[config.mk]
export PLATFORM = sky130hd
export DESIGN_NAME = beam_power_scan_flat
export DESIGN_NICKNAME = d
export VERILOG_FILES = /design/src/rtl/beam_pkg.sv /design/src/rtl/beam_power_scan_if.sv /design/src/rtl/sat_accumulator.sv /design/src/rtl/beam_power_scan.sv /design/src/flat_wrapper.sv
export SDC_FILE = /design/constraint.sdc
export NUM_CORES = 1
export LEC_CHECK = 0
export BUFFER_PORTS_ARGS = -buffer_cell sky130_fd_sc_hd__buf_4
export CAP_MARGIN = 20
export CORE_ASPECT_RATIO = 1.25
export CORE_MARGIN = 8
export CORE_UTILIZATION = 59
export DETAILED_ROUTE_END_ITERATION = 16
export HOLD_SLACK_MARGIN = 0.03
export PLACE_DENSITY = 0.81
export SLEW_MARGIN = 20
export SYNTH_ARGS = -nofsm -noshare
export SYNTH_HDL_FRONTEND = slang
export SYNTH_SLANG_ARGS = --single-unit
[constraint.sdc]
create_clock -name i_clk -period 3.8 [get_ports i_clk]
set_input_delay 0.38 -clock i_clk [delete_from_list [all_inputs] [get_ports i_clk]]
set_output_delay 0.38 -clock i_clk [all_outputs]
set_load 0.03 [all_outputs]
[src/rtl/beam_pkg.sv]
// Shared beamformer constants and the scan FSM state type.
package beam_pkg;

  localparam int unsigned MIC_NUMBER  = 16;
  localparam int unsigned READBIT     = 16;
  localparam int unsigned ADD_SQ_W    = 35;
  localparam int unsigned N_ANGLE_DEF = 37;

  typedef enum logic [1:0] {IDLE, ACCUM, COMPARE, DONE} scan_state_t;

endpackage

[src/rtl/beam_power_scan_if.sv]
// Sample input stream plus per-angle power and best-angle result outputs.
interface beam_power_scan_if #(
  parameter int unsigned DATA_W = 35,
  parameter int unsigned ACC_W  = 45,
  parameter int unsigned ANG_W  = 6
);
  logic              i_start;
  logic              i_valid;
  logic [DATA_W-1:0] i_data;
  logic              o_ready;
  logic              o_busy;
  logic              o_pow_valid;
  logic [ANG_W-1:0]  o_pow_angle;
  logic [ACC_W-1:0]  o_pow_data;
  logic              o_done;
  logic [ANG_W-1:0]  o_best_angle;
  logic [ACC_W-1:0]  o_best_power;

  modport master (
    output i_start, i_valid, i_data,
    input  o_ready, o_busy, o_pow_valid, o_pow_angle, o_pow_data,
           o_done, o_best_angle, o_best_power
  );

  modport slave (
    input  i_start, i_valid, i_data,
    output o_ready, o_busy, o_pow_valid, o_pow_angle, o_pow_data,
           o_done, o_best_angle, o_best_power
  );
endinterface

[src/rtl/sat_accumulator.sv]
// Unsigned accumulator that clamps at all-ones instead of wrapping.
// sum_c is the value the register takes on the next add.
module sat_accumulator #(
  parameter int unsigned DATA_W = 35,
  parameter int unsigned ACC_W  = 45
) (
  input  logic              clk,
  input  logic              rst,
  input  logic              clear,
  input  logic              add_en,
  input  logic [DATA_W-1:0] din,
  output logic [ACC_W-1:0]  acc,
  output logic [ACC_W-1:0]  sum_c
);

  logic [ACC_W:0] raw_c;

  assign raw_c = {1'b0, acc} + (ACC_W+1)'(din);
  assign sum_c = raw_c[ACC_W] ? '1 : raw_c[ACC_W-1:0];

  always_ff @(posedge clk) begin
    if (rst || clear) begin
      acc <= '0;
    end else if (add_en) begin
      acc <= sum_c;
    end
  end

endmodule

[src/rtl/beam_power_scan.sv]
// Integrates squared beam power per steering angle over a scan, streams each
// angle's power and registers the strongest angle when the scan completes.
module beam_power_scan
  import beam_pkg::*;
#(
  parameter int unsigned N_ANGLE  = N_ANGLE_DEF,
  parameter int unsigned N_SAMPLE = 1024,
  parameter int unsigned DATA_W   = ADD_SQ_W,
  parameter int unsigned ACC_W    = DATA_W + $clog2(N_SAMPLE),
  parameter int unsigned ANG_W    = $clog2(N_ANGLE)
) (
  input logic              i_clk,
  input logic              i_rst,
  beam_power_scan_if.slave bus
);

  localparam int unsigned CNT_W = $clog2(N_SAMPLE);

  scan_state_t      state;
  logic [ANG_W-1:0] angle;
  logic [CNT_W-1:0] smp;
  logic [ACC_W-1:0] best_run;
  logic [ANG_W-1:0] best_ang_run;
  logic [ACC_W-1:0] acc;
  logic [ACC_W-1:0] acc_sum_c;

  logic accept_c, last_smp_c, last_ang_c, new_best_c, start_ok_c, acc_clr_c;

  assign accept_c   = (state == ACCUM) && bus.i_valid;
  assign last_smp_c = (smp == CNT_W'(N_SAMPLE - 1));
  assign last_ang_c = (angle == ANG_W'(N_ANGLE - 1));
  assign new_best_c = (angle == '0) || (acc > best_run);
  assign start_ok_c = bus.i_start && ((state == IDLE) || (state == DONE));
  assign acc_clr_c  = start_ok_c || (state == COMPARE);

  sat_accumulator #(.DATA_W(DATA_W), .ACC_W(ACC_W)) u_acc (
    .clk    (i_clk),
    .rst    (i_rst),
    .clear  (acc_clr_c),
    .add_en (accept_c),
    .din    (bus.i_data),
    .acc    (acc),
    .sum_c  (acc_sum_c)
  );

  // Scan FSM; the final per-angle power is taken from the adder output so it
  // is published the cycle after the last sample is accepted.
  always_ff @(posedge i_clk) begin
    if (i_rst) begin
      state            <= IDLE;
      angle            <= '0;
      smp              <= '0;
      best_run         <= '0;
      best_ang_run     <= '0;
      bus.o_ready      <= 1'b0;
      bus.o_busy       <= 1'b0;
      bus.o_pow_valid  <= 1'b0;
      bus.o_pow_angle  <= '0;
      bus.o_pow_data   <= '0;
      bus.o_done       <= 1'b0;
      bus.o_best_angle <= '0;
      bus.o_best_power <= '0;
    end else begin
      bus.o_pow_valid <= 1'b0;
      bus.o_done      <= 1'b0;
      case (state)
        IDLE, DONE: begin
          if (bus.i_start) begin
            state        <= ACCUM;
            angle        <= '0;
            smp          <= '0;
            best_run     <= '0;
            best_ang_run <= '0;
            bus.o_ready  <= 1'b1;
            bus.o_busy   <= 1'b1;
          end
        end
        ACCUM: begin
          if (accept_c) begin
            if (last_smp_c) begin
              state           <= COMPARE;
              smp             <= '0;
              bus.o_ready     <= 1'b0;
              bus.o_pow_valid <= 1'b1;
              bus.o_pow_angle <= angle;
              bus.o_pow_data  <= acc_sum_c;
            end else begin
              smp <= smp + CNT_W'(1);
            end
          end
        end
        COMPARE: begin
          if (new_best_c) begin
            best_run     <= acc;
            best_ang_run <= angle;
          end
          if (last_ang_c) begin
            state            <= DONE;
            bus.o_busy       <= 1'b0;
            bus.o_done       <= 1'b1;
            bus.o_best_angle <= new_best_c ? angle : best_ang_run;
            bus.o_best_power <= new_best_c ? acc : best_run;
          end else begin
            state       <= ACCUM;
            angle       <= angle + ANG_W'(1);
            bus.o_ready <= 1'b1;
          end
        end
        default: state <= IDLE;
      endcase
    end
  end

endmodule

[src/flat_wrapper.sv]
// flat-port wrapper written by rule: the top's interface ports become plain ports
module beam_power_scan_flat import beam_pkg::*;
#(
  parameter int unsigned N_ANGLE  = N_ANGLE_DEF,
  parameter int unsigned N_SAMPLE = 1024,
  parameter int unsigned DATA_W   = ADD_SQ_W,
  parameter int unsigned ACC_W    = DATA_W + $clog2(N_SAMPLE),
  parameter int unsigned ANG_W    = $clog2(N_ANGLE)
)
  (i_clk, i_rst, bus_i_start, bus_i_valid, bus_i_data, bus_o_ready, bus_o_busy, bus_o_pow_valid, bus_o_pow_angle, bus_o_pow_data, bus_o_done, bus_o_best_angle, bus_o_best_power);
  beam_power_scan_if #(.DATA_W(DATA_W), .ACC_W(ACC_W), .ANG_W(ANG_W)) bus_i ();
  input logic i_clk;
  input logic i_rst;
  input wire logic [$bits(bus_i.i_start)-1:0] bus_i_start;
  input wire logic [$bits(bus_i.i_valid)-1:0] bus_i_valid;
  input wire logic [$bits(bus_i.i_data)-1:0] bus_i_data;
  output wire logic [$bits(bus_i.o_ready)-1:0] bus_o_ready;
  output wire logic [$bits(bus_i.o_busy)-1:0] bus_o_busy;
  output wire logic [$bits(bus_i.o_pow_valid)-1:0] bus_o_pow_valid;
  output wire logic [$bits(bus_i.o_pow_angle)-1:0] bus_o_pow_angle;
  output wire logic [$bits(bus_i.o_pow_data)-1:0] bus_o_pow_data;
  output wire logic [$bits(bus_i.o_done)-1:0] bus_o_done;
  output wire logic [$bits(bus_i.o_best_angle)-1:0] bus_o_best_angle;
  output wire logic [$bits(bus_i.o_best_power)-1:0] bus_o_best_power;
  assign bus_i.i_start = bus_i_start;
  assign bus_i.i_valid = bus_i_valid;
  assign bus_i.i_data = bus_i_data;
  assign bus_o_ready = bus_i.o_ready;
  assign bus_o_busy = bus_i.o_busy;
  assign bus_o_pow_valid = bus_i.o_pow_valid;
  assign bus_o_pow_angle = bus_i.o_pow_angle;
  assign bus_o_pow_data = bus_i.o_pow_data;
  assign bus_o_done = bus_i.o_done;
  assign bus_o_best_angle = bus_i.o_best_angle;
  assign bus_o_best_power = bus_i.o_best_power;
  beam_power_scan #(.N_ANGLE(N_ANGLE), .N_SAMPLE(N_SAMPLE), .DATA_W(DATA_W), .ACC_W(ACC_W), .ANG_W(ANG_W)) u_core (.i_clk(i_clk), .i_rst(i_rst), .bus(bus_i));
endmodule
==> flow_summary.ini <==
[critical_path]
reg2reg_depth = 12
r2r-start = u_core.u_acc.acc[12]
path_max_fanout = 31
critPathTopFamily = compound AO/OA/AOI/OAI gates
crit_type = flip-flop to flip-flop
r2r-end = u_core.bus.o_best_power[10]
path_buf_inv = 2
critical_path_required_ns = 4.15
r2r_slack_ns = 0.20
max_stage_delay_ns = 0.57
crit_arrival_ns = 3.94
cp_common_cell = a21oi_1
crit_chain = ha_1, a21oi_1, o21ai_0, a2111oi_0, a21oi_1, a2111oi_1, buf_4, nor2_1, a21o_1, buf_12, mux2i_1, a211oi_1
cp_slowest_cell = a2111oi_1
startpoint_type = flip-flop
endpoint_kind = flip-flop

[power]
ir_drop_mv = 0.356
powerDensity_mw_per_mm2 = 430
total_power_mw = 5.95
power_leakage_nw = 5.46

[place]
numPortBuffers = 144
dp_hpwl_mm = 24.3
place_congestion = 0.924

[detailed_routing]
final_antenna_net_count = 0
avgViaCountPerCell = 6.21
dr.pass1.iters = 5
wl_per_cell_um = 19.1
vias = 11100
drt_iter0_drc = 921
drc = 0
drt_wl_total_mm = 34.2

[final_layout]
insertedDiodeCount = 0
finalNetCount = 1636
areaGrowthSynthToFinish_pct = 18.8
drive_above_1_share = 0.181

[yosys]
synth_cells = 1397
yosys.area.top_type = dfxtp_1
synth_area_mm2 = 0.0116
yosysTopAreaCellShare = 0.378
synth_top_family_by_area = compound AO/OA/AOI/OAI gates
synth_area_leaders = dfxtp_1 38%, ha_1 9.2%, nor2_1 6.4%, nor3_1 4.6%, a21oi_1 4.0%
synth_top_flop_cell = dfxtp_1
synth_xor_area_frac = 0.0354
ys_seq_area_frac = 0.378
synthArstFlopShare = 0
yosys_warnings = 0
muxShareOfSynthArea = 0.00172
syn-num-nets = 1523
synth_cell_type_count = 62
synthAdderAreaFrac = 0.0942
synth_compound_area_frac = 0.219
ys_seq_elements = 220
synthSimpleGateAreaFrac = 0.215
synth_edf_count = 0
avgSynthCellArea_um2 = 8.33

[timing]
slew_violations = 0
max_freq_ghz = 0.278
relSlewSlack = 0.418
rsz0062_at_grt = false
period_needed_ns = 3.60
worstMarginPinSlew_ns = 0.872
clock_skew_ns = 0.0167
final-hold-violation-count = 0
post-route-period-util = 0.946
tns_ns = 0
setup_viol = 0

[grt]
grt_pass1_wl_mm = 55.5
overflow = 0
use_met3 = 0.0435
first_global_vias = 10700
grt_max_degree = 75
use_met2 = 0.451
top_usage_layer = met2
use_met1 = 0.347
antenna_found_initial = 0
grt_usage = 0.271

[floorplanning]
dieHeight_um = 173
num_io_pins = 145
fp.coreArea_mm2 = 0.0194
rows = 57
die_area_mm2 = 0.0245
start_util = 0.600
die_w_um = 142

[hold_path]
hold_path.class = input port to flip-flop
hold_end = u_core.angle[1]
min_from = i_rst
whs_path_depth = 2

[clock_network]
cts_tree = done
cts_buffers = 23
cts.sink_count = 220
postCtsHoldBufs = 0
cts_setup_buffers = 0
h-tree-depth = 1
clk_latency_ns = 0.52
clk_pin_slew_worst_paths_ns = 0.06
postCtsResizedCells = 0
clock-root-buffer = clkbuf_16
clockBufferDepth = 3

[status]
status = completed

[run]
cap_violations = 0
[where the power goes]
group	leakage (nW)	switching, mW	internal, mW
clock	0.373	0.937	1.35
combinational	3.31	0.797	0.438
sequential	1.77	0.0737	2.36
total	5.46	1.81	4.14
[worst max path at each step]
stage / startpoint / endpoint / slack (ns) / depth (start not counted)
after floorplan: u_core.u_acc.acc[0] / u_core.u_acc.acc[42] / 0.85 / 12
after global placement: bus_i_data[10] / u_core.u_acc.acc[42] / 0.31 / 12
after detailed placement: bus_i_data[11] / u_core.u_acc.acc[42] / 0.27 / 12
after CTS: u_core.u_acc.acc[10] / u_core.bus.o_best_power[10] / 0.23 / 12
after global routing: u_core.best_run[12] / u_core.bus.o_best_power[10] / 0.04 / 13
final: u_core.u_acc.acc[12] / u_core.bus.o_best_power[10] / 0.20 / 12
[synth_stat cells (3+ instances only)]
| cell type | number |
|---|---|
| dfxtp_1 | 220 |
| nor2_1 | 197 |
| nor3_1 | 108 |
| a21oi_1 | 92 |
| ha_1 | 86 |
| nand2_1 | 77 |
| clkbuf_1 | 66 |
| inv_1 | 62 |
| a22o_1 | 52 |
| nor4_1 | 50 |
| o21ai_0 | 49 |
| a211oi_2 | 33 |
| a211oi_1 | 26 |
| nand4_1 | 25 |
| xnor2_1 | 25 |
| xor2_1 | 22 |
| nand3_1 | 21 |
| a21o_1 | 15 |
| buf_2 | 15 |
| a311oi_1 | 14 |
| o211ai_1 | 11 |
| a31oi_1 | 10 |
| and3_1 | 10 |
| nor2_2 | 10 |
| nand2b_1 | 8 |
| o21a_1 | 8 |
| and2_1 | 7 |
| o22ai_1 | 7 |
| buf_1 | 6 |
| buf_4 | 6 |
| o31ai_1 | 5 |
| nor2b_1 | 4 |
| o21bai_1 | 4 |
| or3_1 | 4 |
| a221oi_1 | 3 |
| a22oi_1 | 3 |
| buf_6 | 3 |
| o22ai_2 | 3 |
| or4_1 | 3 |
[registers in the layout (all words and copies together), names as in the netlist]
signal	cells
u_core.u_acc.acc	45
u_core.bus.o_pow_data	45
u_core.bus.o_ready	1
u_core.bus.o_pow_valid	1
u_core.bus.o_pow_angle	6
u_core.smp	10
u_core.bus.o_done	1
u_core.state	2
u_core.bus.o_busy	1
u_core.bus.o_best_power	45
u_core.bus.o_best_angle	6
u_core.best_ang_run	6
u_core.angle	6
u_core.best_run	45
[cells by family after synthesis]
logic type | after synthesis
AND/OR/NAND/NOR | 533
flip-flops | 220
AO/OA/AOI/OAI | 350
buffers and inverters | 158
XOR/XNOR | 47
adder cells (fa/ha/maj) | 87
multiplexers | 2
[layer usage]
| layer | routed length, um | share of wire | vias to the layer above |
|---|---|---|---|
| li1 | - | - | 5295 |
| met1 | 14300 | 0.42 | 5281 |
| met2 | 16200 | 0.47 | 464 |
| met3 | 2610 | 0.076 | 75 |
| met4 | 1130 | 0.033 | 0 |
| met5 | 0 | 0 | - |
[layout make-up]
| class | count | area [um2] |
|---|---|---|
| Clock buffer | 32 | 659 |
| Sequential cell | 220 | 4400 |
| Timing Repair Buffer | 184 | 1480 |
| Tap cell | 265 | 332 |
| Inverter | 62 | 233 |
| Clock inverter | 8 | 100 |
| Fill cell | 1550 | 5570 |
| Multi-Input combinational cell | 1019 | 6620 |
[placed cells by master (no fill, tap or decap), types with 10 or more instances in the layout]
master	synthesis	layout
dfxtp_1	220	220
nor2_1	197	195
buf_4	6	176
nor3_1	108	108
a21oi_1	92	92
ha_1	86	86
nand2_1	77	76
inv_1	62	62
a22o_1	52	52
nor4_1	50	50
o21ai_0	49	49
a211oi_2	33	32
a211oi_1	26	26
nand4_1	25	25
xnor2_1	25	25
clkbuf_16	0	23
xor2_1	22	22
nand3_1	21	21
a21o_1	15	15
a311oi_1	14	14
o211ai_1	11	11
nor2_2	10	11
and3_1	10	10
a31oi_1	10	10
[through the flow]
step | setup WS [ns] | instance area (um2) | cells | util | hold WS, ns
global route | 0.0380 | 13800 | 1790 | 0.713 | 0.107
CTS | 0.231 | 13800 | 1790 | 0.713 | 0.0867
floorplan | 0.854 | 11600 | 1397 | - | 0.437
finish | 0.204 | 13800 | 1790 | 0.713 | 0.104
global placement | 0.315 | 13100 | 1750 | 0.674 | 0.445
detailed placement | 0.274 | 13100 | 1750 | 0.674 | 0.449
[worst register-to-register path: stages, from the launching register on]
cell and delay (ns):
dfxtp_1 0.43, ha_1 0.30, a21oi_1 0.18, o21ai_0 0.14
a2111oi_0 0.48, a21oi_1 0.13, a2111oi_1 0.57, buf_4 0.22
nor2_1 0.08, a21o_1 0.25, buf_12 0.20, mux2i_1 0.32
a211oi_1 0.13
No activity file was read; power rests on OpenSTA's default activity.
